--- config.mk ---
export PLATFORM = sky130hd
export DESIGN_NAME = ctrl_mc
export DESIGN_NICKNAME = d
export VERILOG_FILES = /design/src/rtl/ctrl_mc_pkg.sv /design/src/rtl/ctrl_mc_decode.sv /design/src/rtl/ctrl_mc.sv
export SDC_FILE = /design/constraint.sdc
export NUM_CORES = 1
export LEC_CHECK = 0
export BUFFER_PORTS_ARGS = -buffer_cell sky130_fd_sc_hd__buf_2
export CAP_MARGIN = 20
export CORE_MARGIN = 5
export CORE_UTILIZATION = 40
export CTS_CLUSTER_DIAMETER = 200
export CTS_CLUSTER_SIZE = 8
export DETAILED_ROUTE_END_ITERATION = 16
export PLACE_DENSITY_LB_ADDON = 0.1
export SLEW_MARGIN = 30
export SYNTH_ARGS = -nofsm -noshare
export SYNTH_HDL_FRONTEND = slang
export SYNTH_HIERARCHICAL = 1
export SYNTH_SLANG_ARGS = --single-unit
--- constraint.sdc ---
create_clock -name clk -period 2.46 [get_ports clk]
set_input_delay 0.246 -clock clk [delete_from_list [all_inputs] [get_ports clk]]
set_output_delay 0.246 -clock clk [all_outputs]
set_load 0.1 [all_outputs]
--- src/rtl/ctrl_mc_pkg.sv ---
// ctrl_mc_pkg: shared definitions for the multi-cycle control unit.
//   - FSM state encodings (visible on state_o for debug)
//   - trap cause codes
//   - datapath select encodings (immediate format, ALU function, writeback source)
//   - registered control-word struct produced by the decoder
//   - timeout counter width and the branch-condition helper
package ctrl_mc_pkg;

  typedef enum logic [2:0] {
    ST_RESET  = 3'd0,
    ST_FETCH  = 3'd1,
    ST_DECODE = 3'd2,
    ST_EXEC   = 3'd3,
    ST_MEM    = 3'd4,
    ST_WB     = 3'd5,
    ST_TRAP   = 3'd6
  } state_e;

  typedef enum logic [1:0] {
    CAUSE_NONE    = 2'd0,
    CAUSE_ILLEGAL = 2'd1,
    CAUSE_BUS     = 2'd2,
    CAUSE_ECALL   = 2'd3
  } cause_e;

  // Instruction class decides the path taken after EXEC.
  typedef enum logic [2:0] {
    CL_ALU    = 3'd0,
    CL_LOAD   = 3'd1,
    CL_STORE  = 3'd2,
    CL_BRANCH = 3'd3,
    CL_JUMP   = 3'd4,
    CL_FENCE  = 3'd5
  } class_e;

  // Immediate formats
  localparam logic [2:0] IMM_I = 3'd0;
  localparam logic [2:0] IMM_S = 3'd1;
  localparam logic [2:0] IMM_B = 3'd2;
  localparam logic [2:0] IMM_U = 3'd3;
  localparam logic [2:0] IMM_J = 3'd4;

  // ALU functions
  localparam logic [3:0] ALU_ADD   = 4'd0;
  localparam logic [3:0] ALU_SUB   = 4'd1;
  localparam logic [3:0] ALU_SLL   = 4'd2;
  localparam logic [3:0] ALU_SLT   = 4'd3;
  localparam logic [3:0] ALU_SLTU  = 4'd4;
  localparam logic [3:0] ALU_XOR   = 4'd5;
  localparam logic [3:0] ALU_SRL   = 4'd6;
  localparam logic [3:0] ALU_SRA   = 4'd7;
  localparam logic [3:0] ALU_OR    = 4'd8;
  localparam logic [3:0] ALU_AND   = 4'd9;
  localparam logic [3:0] ALU_PASSB = 4'd10;

  // Writeback sources
  localparam logic [1:0] WB_ALU = 2'd0;
  localparam logic [1:0] WB_MEM = 2'd1;
  localparam logic [1:0] WB_PC4 = 2'd2;

  // RV32I major opcodes
  localparam logic [6:0] OPC_LOAD   = 7'b0000011;
  localparam logic [6:0] OPC_FENCE  = 7'b0001111;
  localparam logic [6:0] OPC_IMM    = 7'b0010011;
  localparam logic [6:0] OPC_AUIPC  = 7'b0010111;
  localparam logic [6:0] OPC_STORE  = 7'b0100011;
  localparam logic [6:0] OPC_REG    = 7'b0110011;
  localparam logic [6:0] OPC_LUI    = 7'b0110111;
  localparam logic [6:0] OPC_BRANCH = 7'b1100011;
  localparam logic [6:0] OPC_JALR   = 7'b1100111;
  localparam logic [6:0] OPC_JAL    = 7'b1101111;
  localparam logic [6:0] OPC_SYSTEM = 7'b1110011;

  // Control word captured in DECODE and replayed through EXEC/MEM/WB.
  typedef struct packed {
    logic [2:0] imm_sel;
    logic       br_un;
    logic       a_sel;
    logic       b_sel;
    logic [3:0] alu_sel;
    logic       mem_rw;
    logic [1:0] wb_sel;
    logic [2:0] funct3;
    class_e     cls;
  } ctrlw_t;

  localparam int     CTRLW_W       = $bits(ctrlw_t);
  localparam ctrlw_t CTRLW_DEFAULT = '0;

  // Bus wait counter width (timeout range 1..255)
  localparam int TMO_W = 8;

  // ALU function from funct3; alt selects SUB/SRA.
  function automatic logic [3:0] alu_fn(input logic [2:0] f3, input logic alt);
    case (f3)
      3'b000:  alu_fn = alt ? ALU_SUB : ALU_ADD;
      3'b001:  alu_fn = ALU_SLL;
      3'b010:  alu_fn = ALU_SLT;
      3'b011:  alu_fn = ALU_SLTU;
      3'b100:  alu_fn = ALU_XOR;
      3'b101:  alu_fn = alt ? ALU_SRA : ALU_SRL;
      3'b110:  alu_fn = ALU_OR;
      default: alu_fn = ALU_AND;
    endcase
  endfunction

  // Branch condition from funct3 and the comparator flags.
  function automatic logic br_taken(input logic [2:0] f3, input logic eq, input logic lt);
    case (f3)
      3'b000:  br_taken = eq;
      3'b001:  br_taken = !eq;
      3'b100:  br_taken = lt;
      3'b101:  br_taken = !lt;
      3'b110:  br_taken = lt;
      3'b111:  br_taken = !lt;
      default: br_taken = 1'b0;
    endcase
  endfunction

endpackage

--- src/rtl/ctrl_mc_decode.sv ---
// ctrl_mc_decode: purely combinational RV32I decoder.
//   inst_i     instruction word
//   cw_o       control word (selects, funct3, instruction class)
//   illegal_o  unsupported opcode/funct combination (CSR when disabled)
//   ecall_o    ECALL or EBREAK
module ctrl_mc_decode
  import ctrl_mc_pkg::*;
#(
  parameter int ENABLE_CSR = 0
) (
  input  logic [31:0] inst_i,
  output ctrlw_t      cw_o,
  output logic        illegal_o,
  output logic        ecall_o
);

  logic [6:0] opcode;
  logic [2:0] f3;
  logic [6:0] f7;

  assign opcode = inst_i[6:0];
  assign f3     = inst_i[14:12];
  assign f7     = inst_i[31:25];

  always_comb begin
    cw_o        = CTRLW_DEFAULT;
    cw_o.funct3 = f3;
    illegal_o   = 1'b0;
    ecall_o     = 1'b0;
    case (opcode)
      OPC_REG: begin
        cw_o.alu_sel = alu_fn(f3, f7[5]);
        // funct7=0100000 is only defined for SUB and SRA
        if (!((f7 == 7'h00) || ((f7 == 7'h20) && ((f3 == 3'b000) || (f3 == 3'b101)))))
          illegal_o = 1'b1;
      end
      OPC_IMM: begin
        cw_o.imm_sel = IMM_I;
        cw_o.b_sel   = 1'b1;
        // ADDI with bit 30 set is still ADDI; only shifts look at funct7
        cw_o.alu_sel = alu_fn(f3, (f3 == 3'b101) && f7[5]);
        if (((f3 == 3'b001) && (f7 != 7'h00)) ||
            ((f3 == 3'b101) && (f7 != 7'h00) && (f7 != 7'h20)))
          illegal_o = 1'b1;
      end
      OPC_LOAD: begin
        cw_o.cls     = CL_LOAD;
        cw_o.imm_sel = IMM_I;
        cw_o.b_sel   = 1'b1;
        cw_o.wb_sel  = WB_MEM;
        if ((f3 == 3'b011) || (f3 == 3'b110) || (f3 == 3'b111))
          illegal_o = 1'b1;
      end
      OPC_STORE: begin
        cw_o.cls     = CL_STORE;
        cw_o.imm_sel = IMM_S;
        cw_o.b_sel   = 1'b1;
        cw_o.mem_rw  = 1'b1;
        if (f3 > 3'b010)
          illegal_o = 1'b1;
      end
      OPC_BRANCH: begin
        cw_o.cls     = CL_BRANCH;
        cw_o.imm_sel = IMM_B;
        cw_o.a_sel   = 1'b1;
        cw_o.b_sel   = 1'b1;
        cw_o.br_un   = f3[1];
        if ((f3 == 3'b010) || (f3 == 3'b011))
          illegal_o = 1'b1;
      end
      OPC_LUI: begin
        cw_o.imm_sel = IMM_U;
        cw_o.b_sel   = 1'b1;
        cw_o.alu_sel = ALU_PASSB;
      end
      OPC_AUIPC: begin
        cw_o.imm_sel = IMM_U;
        cw_o.a_sel   = 1'b1;
        cw_o.b_sel   = 1'b1;
      end
      OPC_JAL: begin
        cw_o.cls     = CL_JUMP;
        cw_o.imm_sel = IMM_J;
        cw_o.a_sel   = 1'b1;
        cw_o.b_sel   = 1'b1;
        cw_o.wb_sel  = WB_PC4;
      end
      OPC_JALR: begin
        cw_o.cls     = CL_JUMP;
        cw_o.imm_sel = IMM_I;
        cw_o.b_sel   = 1'b1;
        cw_o.wb_sel  = WB_PC4;
        if (f3 != 3'b000)
          illegal_o = 1'b1;
      end
      OPC_FENCE: begin
        cw_o.cls = CL_FENCE;
        if (f3 > 3'b001)
          illegal_o = 1'b1;
      end
      OPC_SYSTEM: begin
        if (f3 == 3'b000) begin
          // ECALL (imm 0) / EBREAK (imm 1) with rs1 = rd = 0; MRET/WFI etc. unsupported
          if ((inst_i[19:7] == 13'd0) && (inst_i[31:21] == 11'd0))
            ecall_o = 1'b1;
          else
            illegal_o = 1'b1;
        end else if ((ENABLE_CSR != 0) && (f3 != 3'b100)) begin
          cw_o.imm_sel = IMM_I;
          cw_o.b_sel   = 1'b1;
        end else begin
          illegal_o = 1'b1;
        end
      end
      default: illegal_o = 1'b1;
    endcase
  end

endmodule

--- src/rtl/ctrl_mc.sv ---
// ctrl_mc: multi-cycle RV32I control unit (FETCH/DECODE/EXEC/MEM/WB + TRAP).
//   clk, rst                synchronous active-high reset
//   inst_i                  IR contents, valid from DECODE onward
//   imem_req_o/imem_ack_i   instruction fetch handshake
//   dmem_req_o/dmem_ack_i   data access handshake
//   BrEq_i, BrLt_i          branch comparator flags
//   PCWEn_o, IRWEn_o        PC / IR write enables
//   PCSel_o ImmSel_o BrUn_o ASel_o BSel_o ALUSel_o MemRW_o RegWEn_o WBSel_o
//                           datapath selects
//   retire_o                one pulse per committed instruction
//   trap_o, trap_cause_o    trap status
//   state_o                 current FSM state
module ctrl_mc
  import ctrl_mc_pkg::*;
#(
  parameter int INST_W      = 32,
  parameter int MEM_TIMEOUT = 15,
  parameter int TRAP_HALT   = 1,
  parameter int ENABLE_CSR  = 0
) (
  input  logic              clk,
  input  logic              rst,
  input  logic [INST_W-1:0] inst_i,
  output logic              imem_req_o,
  input  logic              imem_ack_i,
  output logic              dmem_req_o,
  input  logic              dmem_ack_i,
  input  logic              BrEq_i,
  input  logic              BrLt_i,
  output logic              PCWEn_o,
  output logic              IRWEn_o,
  output logic              PCSel_o,
  output logic [2:0]        ImmSel_o,
  output logic              BrUn_o,
  output logic              ASel_o,
  output logic              BSel_o,
  output logic [3:0]        ALUSel_o,
  output logic              MemRW_o,
  output logic              RegWEn_o,
  output logic [1:0]        WBSel_o,
  output logic              retire_o,
  output logic              trap_o,
  output logic [1:0]        trap_cause_o,
  output logic [2:0]        state_o
);

  // Last waiting cycle: an ack here still wins, otherwise the bus faults.
  localparam logic [TMO_W-1:0] TMO_LAST = TMO_W'(MEM_TIMEOUT - 1);

  state_e           state_q, state_d;
  ctrlw_t           cw_q, cw_d;
  logic [TMO_W-1:0] cnt_q, cnt_d;
  cause_e           cause_q, cause_d;

  ctrlw_t dec_cw;
  logic   dec_illegal;
  logic   dec_ecall;
  logic   expired;
  logic   cw_active;
  logic   taken;

  ctrl_mc_decode #(
    .ENABLE_CSR(ENABLE_CSR)
  ) u_decode (
    .inst_i   (inst_i[31:0]),
    .cw_o     (dec_cw),
    .illegal_o(dec_illegal),
    .ecall_o  (dec_ecall)
  );

  assign expired = (cnt_q == TMO_LAST);

  // Next-state logic
  always_comb begin
    state_d = state_q;
    cw_d    = cw_q;
    cnt_d   = cnt_q;
    cause_d = cause_q;
    case (state_q)
      ST_RESET: begin
        state_d = ST_FETCH;
        cnt_d   = '0;
      end
      ST_FETCH: begin
        if (imem_ack_i) begin
          state_d = ST_DECODE;
        end else if (expired) begin
          state_d = ST_TRAP;
          cause_d = CAUSE_BUS;
        end else begin
          cnt_d = cnt_q + TMO_W'(1);
        end
      end
      ST_DECODE: begin
        cw_d = dec_cw;
        if (dec_illegal) begin
          state_d = ST_TRAP;
          cause_d = CAUSE_ILLEGAL;
        end else if (dec_ecall) begin
          state_d = ST_TRAP;
          cause_d = CAUSE_ECALL;
        end else begin
          state_d = ST_EXEC;
        end
      end
      ST_EXEC: begin
        cnt_d = '0;
        case (cw_q.cls)
          CL_BRANCH, CL_FENCE: state_d = ST_FETCH;
          CL_LOAD, CL_STORE:   state_d = ST_MEM;
          default:             state_d = ST_WB;
        endcase
      end
      ST_MEM: begin
        if (dmem_ack_i) begin
          state_d = (cw_q.cls == CL_STORE) ? ST_FETCH : ST_WB;
          cnt_d   = '0;
        end else if (expired) begin
          state_d = ST_TRAP;
          cause_d = CAUSE_BUS;
        end else begin
          cnt_d = cnt_q + TMO_W'(1);
        end
      end
      ST_WB: begin
        state_d = ST_FETCH;
        cnt_d   = '0;
      end
      ST_TRAP: begin
        if (TRAP_HALT == 0) begin
          state_d = ST_FETCH;
          cnt_d   = '0;
          cause_d = CAUSE_NONE;
        end
      end
      default: state_d = ST_RESET;
    endcase
  end

  always_ff @(posedge clk) begin
    if (rst) begin
      state_q <= ST_RESET;
      cw_q    <= CTRLW_DEFAULT;
      cnt_q   <= '0;
      cause_q <= CAUSE_NONE;
    end else begin
      state_q <= state_d;
      cw_q    <= cw_d;
      cnt_q   <= cnt_d;
      cause_q <= cause_d;
    end
  end

  // Selects follow the captured control word only while an instruction is executing.
  assign cw_active = (state_q == ST_EXEC) || (state_q == ST_MEM) || (state_q == ST_WB);
  assign taken     = br_taken(cw_q.funct3, BrEq_i, BrLt_i);

  assign ImmSel_o = cw_active ? cw_q.imm_sel : IMM_I;
  assign BrUn_o   = cw_active & cw_q.br_un;
  assign ASel_o   = cw_active & cw_q.a_sel;
  assign BSel_o   = cw_active & cw_q.b_sel;
  assign ALUSel_o = cw_active ? cw_q.alu_sel : ALU_ADD;
  assign MemRW_o  = cw_active & cw_q.mem_rw;
  assign WBSel_o  = cw_active ? cw_q.wb_sel : WB_ALU;

  assign imem_req_o   = (state_q == ST_FETCH);
  assign dmem_req_o   = (state_q == ST_MEM);
  assign IRWEn_o      = (state_q == ST_FETCH) && imem_ack_i;
  assign trap_o       = (state_q == ST_TRAP);
  assign trap_cause_o = cause_q;
  assign state_o      = state_q;

  always_comb begin
    PCWEn_o  = 1'b0;
    PCSel_o  = 1'b0;
    RegWEn_o = 1'b0;
    retire_o = 1'b0;
    case (state_q)
      ST_EXEC: begin
        if (cw_q.cls == CL_BRANCH) begin
          PCSel_o  = taken;
          PCWEn_o  = 1'b1;
          retire_o = 1'b1;
        end else if (cw_q.cls == CL_FENCE) begin
          PCWEn_o  = 1'b1;
          retire_o = 1'b1;
        end
      end
      ST_MEM: begin
        if (dmem_ack_i && (cw_q.cls == CL_STORE)) begin
          PCWEn_o  = 1'b1;
          retire_o = 1'b1;
        end
      end
      ST_WB: begin
        RegWEn_o = 1'b1;
        PCWEn_o  = 1'b1;
        PCSel_o  = (cw_q.cls == CL_JUMP);
        retire_o = 1'b1;
      end
      ST_TRAP: begin
        // Non-halting trap skips the faulting instruction via PC+4
        PCWEn_o = (TRAP_HALT == 0);
      end
      default: ;
    endcase
  end

endmodule

# Yosys cells after proc, flatten, opt, wreduce, memory -nomap -nowiden
# Index checks and enable logic that the tools add are counted.
[word_totals]
regBits = 32
output_inout_bits = 26
word_cells = 156
[classes]
addsub = 1
magnitude_cmp = 2
n_eq_ne = 40
mux = 56
bitwise_logic = 4
n_reduce_logical = 41
[op_table]
columns = ["operator", "count"]
rows = [
  ["4-bit case mux with 7 select lines", 2],
  ["3-bit == test, second input constant", 13],
  ["7-bit by 6-bit == test with 1-bit output, second input constant", 4],
  ["7-bit == test, second input constant", 4],
  ["1-bit two-way mux", 25],
  ["8-bit two-way mux", 3],
  ["8-bit case mux with 3 select lines", 1],
  ["3-bit two-way mux", 7],
  ["3-bit by 2-bit == test with 1-bit output, second input constant", 6],
  ["3-bit case mux with 6 select lines", 1],
  ["3-bit case mux with 5 select lines", 1],
  ["7-bit by 5-bit == test with 1-bit output, second input constant", 2],
  ["2-bit OR reduction", 7],
  ["13-bit logical NOT", 1],
  ["3-bit by 1-bit == test with 1-bit output, second input constant", 4],
  ["2-bit two-way mux", 6],
  ["3-bit case mux with 4 select lines", 1],
  ["4-bit case mux with 3 select lines", 1],
  ["11-bit logical NOT", 1],
  ["3-bit logical NOT", 3],
  ["1-bit case mux with 9 select lines", 1],
  ["3-bit nonzero test", 3],
  ["3-bit OR reduction", 3],
  ["8-bit by 1-bit adder with 8-bit output, second input constant", 1],
  ["24 further kinds", 43],
]

# Logic depth before layout (Yosys ltp)
# Gate-level depths: netlist (run 1).
[depth]
ltp_word = 8
depth_mapped = 10
mapped_depth_nobuf = 9

# By module
# The synthesis (run 1) kept the hierarchy.
[by_module_without_submodules]
columns = ["module", "n_inst", "cells_each", "area_per_inst_um2", "seq_area_each_um2"]
rows = [
  ["ctrl_mc", 1, 222, 1702.9, 640.6],
  ["ctrl_mc_decode", 1, 96, 561.8, 0.0],
]

# Worst setup path before layout (run 1)
# OpenSTA, ideal clock, no wires.
[synth_timing]
kind = "register to output"
start = "register state_q[1] (netlist: state_o[1])"
end = "output retire_o"
arrival_ns = 4.317
slack_ns = -2.103
path_stages_with_launch = 5
path_cell_list = "dfxtp_1 buf_2 nand3b_1 o21ai_0 buf_4"
[synth_between]
elab_chain_cells = 2
elab_cells_between_ends = 4
classes_between = "3 x eq/ne; 1 x mux"
[synth_lines]
columns = ["item", "line", "source"]
rows = [
  ["start, declared", "ctrl_mc.sv:50", "state_e state_q, state_d;"],
  ["start signal, assigned", "ctrl_mc.sv:147", "state_q <= state_d;"],
  ["3-bit == test / 3-bit by 2-bit == test with 1-bit output (equally long branches)", "-", ""],
  ["1-bit case mux with 3 select lines *", "-", ""],
  ["end, declared", "ctrl_mc.sv:41", "output logic retire_o,"],
]
# Every way passes the cells marked *; elsewhere a longest branch is shown, timed or not.

# Final worst setup path (run 1)
[layout_timing]
start = "register cw_q[5] in the netlist's numbering"
end = "output PCSel_o"
[layout_between]
elab_chain_cells = 5
elab_cells_between_ends = 11
classes_between = "5 x eq/ne; 3 x mux; 3 x reduce/logical"
[layout_lines]
columns = ["item", "line", "source"]
rows = [
  ["start, declared", "ctrl_mc.sv:51", "ctrlw_t cw_q, cw_d;"],
  ["start signal, assigned", "ctrl_mc.sv:148", "cw_q <= cw_d;"],
  ["3-bit == test", "ctrl_mc_pkg.sv:109", "case (f3)"],
  ["2-bit OR reduction (no line)", "-", ""],
  ["1-bit case mux with 4 select lines *", "ctrl_mc_pkg.sv:109", ""],
  ["1-bit two-way mux *", "ctrl_mc.sv:180", "if (cw_q.cls == CL_BRANCH) begin"],
  ["1-bit case mux with 2 select lines *", "ctrl_mc.sv:178", "case (state_q)"],
  ["end, declared", "ctrl_mc.sv:32", "output logic PCSel_o,"],
]
# Marks and branches as above.

==> results by group, run 1 <==
Status
  • Status: finished, final reports clean

Layout
  • # diodes: 0
  • FILL cells: 561
  • Final core utilization: 52.60%
  • Commonest non-fill, non-tap cell in the layout: nand2_1
  • Most frequent cells in the layout: nand2_1, buf_2, a21oi_1
  • Layout Nets: 408
  • Fraction of layout cells with a size suffix above 1: 26.29%
  • Area growth from synthesis to layout: 27.90%

Floorplanning
  • Die Span X: 85.25 um
  • Core outline area: 5507 um2
  • Core Rows: 27
  • Starting density of the core: 41.13%
  • Height of the die: 85.25 um
  • # IOs: 64
  • Die area: 7267 um2

STA
  • Skew final: 0.003716 ns
  • Slew @ Worst Pin: 0.6289 ns
  • RSZ-0062 raised after global routing: no
  • Final Hold Fails: 0
  • Final Critical Period: 2.123 ns
  • Fin. max-slew vios: 0
  • Final period util: 86.28%
  • Total Neg Setup Slack: 0 ns
  • Slew headroom: 57.97%
  • Final setup fails: 0
  • Max Clock Freq: 471.1 MHz

Global routing
  • Vias in the first global route: 2232
  • Initial antenna violation count: 0
  • Global-route wire length before repair: 10210 um
  • Largest net degree at the start of global routing: 33
  • Tot GR Track Use: 16.93%
  • Grt ovf: 0

Detailed routing
  • Number of remaining DRC errors: 0
  • Via Count: 2402
  • Final wirelength: 5996 um
  • Pre-antenna DRT Iters: 5
  • Post-route ant nets: 0
  • First DRT Iteration DRCs: 101
  • Drt via density: 5.447
  • Per-cell routed wire length: 13.60 um

Critical path
  • CP Buf/Inv Count: 1
  • Crit path from: cw_q[5]
  • Family with the most delay on the worst path: compound AO/OA/AOI/OAI gates
  • Startpoint Class: register
  • CP peak stage delay: 0.43 ns
  • Worst r2r path cells: 4
  • CP endpoint kind: output pin
  • CP Class: reg -> out
  • Cell depth of the worst setup path: 5
  • Reg2reg start: state_o[1]
  • Worst path cell trace: nor3_1 -> a21oi_1 -> a2111oi_0 -> a31o_2 -> buf_2
  • CP arrival: 1.88 ns
  • Reg2reg setup slack: 0.69 ns
  • RR Endpoint: cnt_q[7]
  • Worst-path fanout max: 5
  • Setup crit end: PCSel_o
  • Worst EP required: 2.21 ns
  • Crit-path slowest cell: a2111oi_0

Synthesis
  • Synth cell types: 63
  • Post-Syn Nets: 358
  • Main synth FF type: dfxtp_1
  • Synthesis-stage register bit count: 32
  • EDFF count, synth: 0
  • Ys async rst share: 0%
  • Yosys top cell area share: 28.29%
  • Synth Instances: 318
  • Synth Warn #: 6
  • Post-synthesis sequential area ratio: 28.29%
  • Mapped Area: 2265 um2
  • Post-synth top area cell: dfxtp_1
  • Mean Syn Cell Area: 7.122 um2
  • Area contributors post-synth: dfxtp_1, nand2_1, a21oi_1, and2_1, o21ai_0

Placement
  • IO buf count: 62
  • Gpl congestion: 0.8790
  • DP Wirelength: 4470 um

CTS
  • Postcts setup bufs: 0
  • Maximum clock path buffer count: 2
  • Clk sink count: 32
  • Clock slew at reported path FFs: 0.07 ns
  • Num CTS Buffers: 5
  • Clock latency on the worst-skew pair: 0.28 ns
  • Root Buffer: clkbuf_8
  • Post-CTS resize count: 0
  • CTS tree: done
  • Hold-fix buffers, CTS: 0
  • Depth of the CTS H-tree: 2

Power
  • PwrDens: 495.5 nW/um2
  • Max IR drop VDD: 269.4 uV
  • LEAKAGE: 1.111 nW

Job
  • Max Cap Viol: 0

Worst hold path
  • Hold WC Path Type: in -> reg
## cell usage after synthesis (4+ instances only)
cell,instances
a211oi_1,4
buf_4,5
nand2b_1,9
and3_1,6
nor2b_1,4
dfxtp_1,32
and2_1,15
a31oi_1,4
nor2_1,19
nand4_1,6
o21ai_0,15
clkbuf_1,8
nor4_1,8
nor3_1,9
nand2_1,60
buf_2,6
a21oi_1,33
inv_1,9
nand3_1,8
## worst reg2reg max path: cells and delay by family, from the launching register on
kind             cells  cell delay (ns)
flip-flops           1             0.54
AND/OR/NAND/NOR      2             0.70
AO/OA/AOI/OAI        2             0.47
## metal layers
metal,GRT usage (%),wire [um]
met1,21.69,2845
met2,28.18,2798
met3,3.495,251
met4,5.612,99
met5,0,0
## stage by stage
stage | hold WS [ns] | instance area [um2] | cells | setup WS [ns] | total power [mW]
CTS | 0.2867 | 2897 | 441 | 0.3252 | 1.452
global placement | 0.4388 | 2804 | 433 | 0.2275 | 1.023
global route | 0.3084 | 2897 | 441 | 0.1690 | 1.521
detailed placement | 0.4424 | 2804 | 433 | 0.2160 | 1.028
finish | 0.2995 | 2897 | 441 | 0.3374 | 1.435
floorplan | 0.4270 | 2307 | 318 | -0.04290 | 0.9430
## flip-flops by register name, indices dropped and copies added, names as in the netlist
register,flops
cnt_q,8
state_o,3
cw_q,19
trap_cause_o,2
## cell type report
class	instances	area [um2]	area share, %
Clock buffer	6	82.58	2.851
Clock inverter	2	10.01	0.3456
Inverter	9	33.78	1.166
Multi-Input combinational cell	254	1495	51.62
Sequential cell	32	649.4	22.42
Tap cell	72	90.09	3.110
Timing Repair Buffer	66	535.5	18.49
## power breakdown
group	switching (mW)	internal, mW
combinational	0.313	0.124
clock	0.198	0.223
sequential	0.0390	0.537
total	0.550	0.885
## cell families after synthesis
logic type               count (synthesis)  share of synthesized area, %
adder cells (fa/ha/maj)                  2                         1.105
AO/OA/AOI/OAI                           83                         23.21
XOR/XNOR                                 2                        0.7736
buffers and inverters                   32                         7.182
multiplexers                             1                        0.4420
AND/OR/NAND/NOR                        166                         39.01
flip-flops                              32                         28.29
## how the worst min path moves through the flow
stage | start | endpoint | slack (ns) | depth (start not counted)
finish | inst_i[14] | cw_q[5] | 0.30 | 3
floorplan | rst | cnt_q[7] | 0.43 | 2
detailed placement | cw_q[6] | cw_q[6] | 0.44 | 2
global route | inst_i[14] | cw_q[5] | 0.31 | 3
global placement | cw_q[9] | cw_q[9] | 0.44 | 2
CTS | inst_i[14] | cw_q[5] | 0.29 | 3
Note: power is estimated with default switching activity, not from simulation.
==> run 2: changes to the inputs <==
--- a/config.mk
+++ b/config.mk
@@ -12,7 +12,7 @@
 export CTS_CLUSTER_DIAMETER = 200
 export CTS_CLUSTER_SIZE = 8
 export DETAILED_ROUTE_END_ITERATION = 16
-export PLACE_DENSITY_LB_ADDON = 0.1
+export PLACE_DENSITY_LB_ADDON = 0.3
 export SLEW_MARGIN = 30
 export SYNTH_ARGS = -nofsm -noshare
 export SYNTH_HDL_FRONTEND = slang
==> run 2 against run 1 <==
Maximum frequency is 1.3% higher. Critical path depth is 1 lower. Non-clock buffer count is 3 higher. Count of clock-buffer cells in the layout is 1 lower. Sequential share of layout area is 0.096 points lower. Global-route usage is 0.61 points lower. Register-to-register slack hardly changed. Hold slack worse by 0.0037 ns. First-iteration DRC count is 36% higher. Core utilization is 0.23 points higher. Via count is 0.42% lower. Routed wire length is 2.8% lower.
==> results by group, run 2 (same netlist as run 1, synthesis figures left out) <==
Status
  • Status: finished, final reports clean (unchanged)

Global routing
  • Initial antenna violation count: 0 (unchanged)
  • Grt ovf: 0 (unchanged)
  • Largest net degree at the start of global routing: 33 (unchanged)
  • Global-route wire length before repair: 9846 um (was 10210 um)
  • Vias in the first global route: 2198 (was 2232)
  • Tot GR Track Use: 16.31% (was 16.93%)

Detailed routing
  • Per-cell routed wire length: 13.13 um (was 13.60 um)
  • Pre-antenna DRT Iters: 4 (was 5)
  • Final wirelength: 5831 um (was 5996 um)
  • Post-route ant nets: 0 (unchanged)
  • Number of remaining DRC errors: 0 (unchanged)
  • Via Count: 2392 (was 2402)
  • First DRT Iteration DRCs: 137 (was 101)
  • Drt via density: 5.387 (was 5.447)

STA
  • Final Critical Period: 2.096 ns (was 2.123 ns)
  • Max Clock Freq: 477.1 MHz (was 471.1 MHz)
  • Fin. max-slew vios: 0 (unchanged)
  • Slew @ Worst Pin: 0.6468 ns (was 0.6289 ns)
  • PnR worst setup slack: 0.3642 ns (was 0.3374 ns)
  • Skew final: 0.008867 ns (was 0.003716 ns)
  • Final setup fails: 0 (unchanged)
  • Final Hold Fails: 0 (unchanged)
  • RSZ-0062 raised after global routing: no (unchanged)
  • Final period util: 85.20% (was 86.28%)
  • Slew headroom: 56.78% (was 57.97%)
  • Total Neg Setup Slack: 0 ns (unchanged)

Job
  • Max Cap Viol: 0 (unchanged)

Layout
  • Register Area: 649.4 um2 (unchanged)
  • Most flop-heavy register: cw_q (unchanged)
  • FILL cells: 527 (was 561)
  • Area growth from synthesis to layout: 28.45% (was 27.90%)
  • # diodes: 0 (unchanged)
  • Layout Nets: 411 (was 408)
  • Multi-input logic area: 1495 um2 (unchanged)
  • Commonest non-fill, non-tap cell in the layout: nand2_1 (unchanged)
  • Fraction of layout cells with a size suffix above 1: 26.61% (was 26.29%)
  • Final core utilization: 52.83% (was 52.60%)
  • Max reg flops: 19 (unchanged)
  • Most frequent cells in the layout: nand2_1, buf_2, a21oi_1 (unchanged)

CTS
  • Clock slew at reported path FFs: 0.07 ns (about the same)
  • Depth of the CTS H-tree: 2 (unchanged)
  • Postcts setup bufs: 0 (unchanged)
  • Post-CTS resize count: 0 (unchanged)
  • Clk sink count: 32 (unchanged)
  • Clock latency on the worst-skew pair: 0.28 ns (about the same)
  • Hold-fix buffers, CTS: 0 (unchanged)
  • Maximum clock path buffer count: 2 (unchanged)
  • Root Buffer: clkbuf_8 (unchanged)
  • CTS tree: done (unchanged)
  • Num CTS Buffers: 5 (unchanged)

Critical path
  • Reg2reg start: state_o[1] (unchanged)
  • Crit path from: state_o[1] (was cw_q[5])
  • Cell depth of the worst setup path: 4 (was 5)
  • CP arrival: 1.85 ns (was 1.88 ns)
  • Crit-path slowest cell: dfxtp_2 (was a2111oi_0)
  • CP Class: reg -> out (unchanged)
  • Worst-path fanout max: 16 (was 5)
  • Worst r2r path cells: 4 (unchanged)
  • Family with the most delay on the worst path: flip-flops (was compound AO/OA/AOI/OAI gates)
  • CP Buf/Inv Count: 1 (unchanged)
  • CP peak stage delay: 0.54 ns (was 0.43 ns)
  • CP endpoint kind: output pin (unchanged)
  • Worst EP required: 2.21 ns (about the same)
  • Startpoint Class: register (unchanged)
  • Worst path cell trace: nand3b_1 -> a2111oi_0 -> a31o_2 -> buf_2 (was nor3_1 -> a21oi_1 -> a2111oi_0 -> a31o_2 -> buf_2)

Power
  • PwrDens: 480.4 nW/um2 (was 495.5 nW/um2)
  • Clock Power Share: 27.3% (was 29.4%)
  • Max IR drop VDD: 322.2 uV (was 269.4 uV)
  • Reg power frac: 41.2% (was 40.2%)
  • Comb pwr share: 31.4% (was 30.5%)
  • Switch share: 38.77% (was 38.34%)
  • LEAKAGE: 1.121 nW (was 1.111 nW)
  • Switching power: 0.5418 mW (was 0.5503 mW)
  • P_int: 0.8556 mW (was 0.8850 mW)

Floorplanning
  • Starting density of the core: 41.13% (unchanged)
  • Core Rows: 27 (unchanged)
  • Die area: 7267 um2 (unchanged)
  • # IOs: 64 (unchanged)
  • Core outline area: 5507 um2 (unchanged)
  • Die Span X: 85.25 um (unchanged)
  • Height of the die: 85.25 um (unchanged)

Worst hold path
  • Hold WC Path Type: in -> reg (unchanged)
  • Hold path depth: 3 (unchanged)
  • HP Start: inst_i[14] (unchanged)

Placement
  • IO buf count: 62 (unchanged)
  • Dpl ws: 0.2487 ns (was 0.2160 ns)
  • DP Wirelength: 4450 um (was 4470 um)
  • Gpl congestion: 0.8902 (was 0.8790)
run 2: cell types whose count changed in the layout (fill, tap and decap cells not counted), sizes merged:
| cell | change |
|---|---|
| buf | +3 |
| clkbuf | -1 |
| clkinv | +1 |
run 2: cell type report:
class,instances,area share (%)
inverter,9,1.161
timing repair buffer,69,19.18
sequential,32,22.32
multi-input combinational,254,51.40
clock inverter,3,0.4731
tap,72,3.097
clock buffer,5,2.366
run 2: power groups by stage:
stage / clock network [mW] / registers, mW / logic, mW
floorplan: 0 / 0.631 / 0.312
global placement: 0 / 0.587 / 0.435
detailed placement: 0 / 0.588 / 0.439
CTS: 0.390 / 0.576 / 0.440
global route: 0.415 / 0.581 / 0.476
finish: 0.382 / 0.576 / 0.439
run 2: tightest hold or removal path, cell delays in order:
cell and delay (ns):
buf_2 0.15, nand2_1 0.08, a21oi_1 0.06
run 2: worst paths after layout:
path | endpoint | slack (ns)
setup / recovery | PCSel_o | 0.36
hold / removal | cw_q[5] | 0.30
setup reg to reg | cnt_q[7] | 0.68
hold reg to reg | cw_q[17] | 0.45
run 2: per-stage QoR:
stage	power [mW]	hold slack, ns	area (um2)	cells
3_3_place_gp	1.022	0.4378	2826	436
3_5_place_dp	1.027	0.4431	2826	436
2_1_floorplan	0.9430	0.4270	2307	318
6_report	1.397	0.2958	2909	444
4_1_cts	1.406	0.3011	2909	444
5_1_grt	1.472	0.3178	2909	444
run 2: metal layers:
metal	vias to the layer above	GRT usage (%)	part of all wire, %
met3	8	3.689	3.8
met4	0	3.597	0.98
met2	35	28.46	50
met5	-	0	0
met1	1109	20.37	46
li1	1240	-	-
==> run 3: changes to the inputs <==
--- a/config.mk
+++ b/config.mk
@@ -5,6 +5,7 @@
 export SDC_FILE = /design/constraint.sdc
 export NUM_CORES = 1
 export LEC_CHECK = 0
+export ABC_AREA = 1
 export BUFFER_PORTS_ARGS = -buffer_cell sky130_fd_sc_hd__buf_2
 export CAP_MARGIN = 20
 export CORE_MARGIN = 5
==> run 3 against run 2 <==
Register-to-register slack gained 0.24 ns. Setup slack lost 0.068 ns. Maximum frequency shrank 3.1%. Combinational power grew to 3.1 times the previous value. First-iteration DRC count shrank 34%. Sequential share of layout area grew 1.3 points. Critical path depth grew 3. Hold slack lost 0.054 ns. Clock skew shrank 0.00061 ns. Largest cell class unchanged. Largest power group is now combinational cells.
==> results by group, run 3 <==
Global routing
  • Vias in the first global route: 2239 (was 2198)
  • Initial antenna violation count: 0 (unchanged)
  • Largest net degree at the start of global routing: 40 (was 33)
  • Tot GR Track Use: 15.31% (was 16.31%)
  • Global-route wire length before repair: 9211 um (was 9846 um)
  • Grt ovf: 0 (unchanged)

Synthesis
  • Synth cell types: 27 (was 63)
  • Top-count cell post-synth: nand2_1 (unchanged)
  • Ys async rst share: 0% (unchanged)
  • Synth Instances: 374 (was 318)
  • Yosys top cell area share: 28.98% (was 28.29%)
  • Main synth FF type: dfxtp_1 (unchanged)
  • Area contributors post-synth: dfxtp_1, nand2_1, nor2_1, inv_1, a21oi_1 (was dfxtp_1, nand2_1, a21oi_1, and2_1, o21ai_0)
  • Mapped Area: 2211 um2 (was 2265 um2)
  • EDFF count, synth: 0 (unchanged)
  • Mean Syn Cell Area: 5.911 um2 (was 7.122 um2)
  • Synthesis-stage register bit count: 32 (unchanged)
  • Post-synth top area cell: dfxtp_1 (unchanged)
  • Post-synthesis sequential area ratio: 28.98% (was 28.29%)
  • Synth Warn #: 6 (unchanged)
  • Top cells by count, synth: nand2_1, nor2_1, inv_1, a21oi_1, o21ai_0 (was nand2_1, a21oi_1, dfxtp_1, nor2_1)
  • Post-Syn Nets: 414 (was 358)

CTS
  • Num CTS Buffers: 5 (unchanged)
  • Depth of the CTS H-tree: 2 (unchanged)
  • Postcts setup bufs: 0 (unchanged)
  • CTS tree: done (unchanged)
  • Clock slew at reported path FFs: 0.07 ns (about the same)
  • Clk sink count: 32 (unchanged)
  • Clock latency on the worst-skew pair: 0.28 ns (about the same)
  • Hold-fix buffers, CTS: 0 (unchanged)
  • Post-CTS resize count: 0 (unchanged)
  • Root Buffer: clkbuf_8 (unchanged)
  • Maximum clock path buffer count: 2 (unchanged)

Status
  • Status: finished, final reports clean (unchanged)

STA
  • Final Critical Period: 2.164 ns (was 2.096 ns)
  • RSZ-0062 raised after global routing: no (unchanged)
  • Total Neg Setup Slack: 0 ns (unchanged)
  • Skew final: 0.008254 ns (was 0.008867 ns)
  • Final Hold Fails: 0 (unchanged)
  • Hold WS: 0.2414 ns (was 0.2958 ns)
  • Final setup fails: 0 (unchanged)
  • Max Clock Freq: 462.1 MHz (was 477.1 MHz)
  • Slew @ Worst Pin: 0.5938 ns (was 0.6468 ns)
  • Fin. max-slew vios: 0 (unchanged)
  • Final period util: 87.96% (was 85.20%)
  • Slew headroom: 60.37% (was 56.78%)

Power
  • Switch share: 52.00% (was 38.77%)
  • Clock Power Share: 17.0% (was 27.3%)
  • PwrDens: 943.0 nW/um2 (was 480.4 nW/um2)
  • Comb pwr share: 52.5% (was 31.4%)
  • LEAKAGE: 1.334 nW (was 1.121 nW)
  • Switching power: 1.343 mW (was 0.5418 mW)
  • Max IR drop VDD: 604.4 uV (was 322.2 uV)
  • Reg power frac: 30.5% (was 41.2%)
  • P_int: 1.239 mW (was 0.8556 mW)

Layout
  • Area growth from synthesis to layout: 23.83% (was 28.45%)
  • Fraction of layout cells with a size suffix above 1: 25.69% (was 26.61%)
  • # diodes: 0 (unchanged)
  • Most frequent cells in the layout: nand2_1, buf_2, inv_1 (was nand2_1, buf_2, a21oi_1)
  • Most flop-heavy register: cw_q (unchanged)
  • Max reg flops: 19 (unchanged)
  • Commonest non-fill, non-tap cell in the layout: nand2_1 (unchanged)
  • Cell Count, Final, Fillers Out: 504 (was 444)
  • Layout Nets: 471 (was 411)
  • Design Area, Final: 2738 um2 (was 2909 um2)
  • Final core utilization: 50.33% (was 52.83%)

Critical path
  • Crit-path slowest cell: buf_2 (was dfxtp_2)
  • Worst path cell trace: inv_1 -> nand3_1 -> inv_1 -> a21oi_1 -> buf_4 -> nor2_2 -> buf_2 (was nand3b_1 -> a2111oi_0 -> a31o_2 -> buf_2)
  • Startpoint Class: register (unchanged)
  • Top cell by count, worst path: inv_1
  • Worst-path fanout max: 13 (was 16)
  • CP arrival: 1.92 ns (was 1.85 ns)
  • Family with the most delay on the worst path: buffers and inverters (was flip-flops)
  • CP endpoint kind: output pin (unchanged)
  • Worst EP required: 2.21 ns (about the same)
  • CP peak stage delay: 0.43 ns (was 0.54 ns)
  • CP Class: reg -> out (unchanged)
  • CP Buf/Inv Count: 4 (was 1)

Placement
  • Placed insts: 496 (was 436)
  • IO buf count: 62 (unchanged)
  • Placed instance area: 2638 um2 (was 2826 um2)
  • DP Wirelength: 4308 um (was 4450 um)
  • Gpl congestion: 0.8893 (was 0.8902)

Detailed routing
  • Per-cell routed wire length: 10.54 um (was 13.13 um)
  • Drt via density: 4.802 (was 5.387)
  • Post-route ant nets: 0 (unchanged)
  • Number of remaining DRC errors: 0 (unchanged)
  • First DRT Iteration DRCs: 90 (was 137)
  • Final wirelength: 5313 um (was 5831 um)
  • Via Count: 2420 (was 2392)
  • Pre-antenna DRT Iters: 4 (unchanged)

Job
  • Max Cap Viol: 0 (unchanged)

Worst hold path
  • Hold WC Path Type: in -> reg (unchanged)

Floorplanning
  • Die area: 7114 um2 (was 7267 um2)
  • Die Span X: 84.35 um (was 85.25 um)
  • Height of the die: 84.35 um (was 85.25 um)
  • Core outline area: 5439 um2 (was 5507 um2)
  • Starting density of the core: 40.65% (was 41.13%)
  • # IOs: 64 (unchanged)
  • Core Rows: 27 (unchanged)
==> run 3: changes by cell type after synthesis, sizes merged, moves of 6 or more <==
cell	previous run	this run
and3	6	0
clkbuf	9	3
o21ai	18	36
nand3	8	26
inv	9	56
nor4	8	0
nand2b	9	0
and2	16	0
nand2	60	86
nor2	19	68
==> run 3: final timing paths <==
check,start,end,slack [ns],cells after the start
setup / recovery,state_o[2],BrUn_o,0.30,7
hold / removal,rst,cw_q[3],0.24,2
setup reg to reg,cnt_q[0],cnt_q[6],0.92,9
hold reg to reg,trap_cause_o[1],trap_cause_o[1],0.45,2
==> run 3: final cells by class <==
class                           instances  area, um2
Clock buffer                            8      100.1
Fill cell                             581       2701
Inverter                               56      214.0
Multi-Input combinational cell        272       1361
Sequential cell                        32      646.9
Tap cell                               72      90.09
Timing Repair Buffer                   64      325.3
==> run 3: cells by family (layout without fill, tap and decap cells) <==
| group | after synthesis | in the layout | synth area share (%) |
|---|---|---|---|
| compound gates | 74 | 74 | 17.37 |
| xor+xnor | 6 | 6 | 2.377 |
| fa+ha+maj | 2 | 2 | 1.132 |
| buf+inv | 70 | 128 | 13.13 |
| flops | 32 | 32 | 28.98 |
| simple gates | 190 | 190 | 37.01 |
==> run 3: power groups by stage <==
stage          Sequential [mW]  Clock (mW)  Combinational [mW]
2_1_floorplan            0.943           0                1.00
3_3_place_gp             0.796           0                1.35
3_5_place_dp             0.798           0                1.36
4_1_cts                  0.788       0.452                1.36
5_1_grt                  0.808       0.473                1.49
6_report                 0.787       0.440                1.36
==> run 3: stage by stage <==
stage               worst slack (ns)  power, mW
finish                        0.2962      2.582
global placement              0.6036      2.145
CTS                           0.2874      2.604
detailed placement            0.6013      2.162
floorplan                   -0.01993      1.944
global route                  0.1842      2.772
==> run 3: layer usage <==
metal	track usage [%]	vias up	routed length [um]
met5	0	-	0
met4	4.173	0	33
met3	4.122	4	393
met2	26.18	79	2522
met1	18.98	1043	2363
li1	-	1294	-
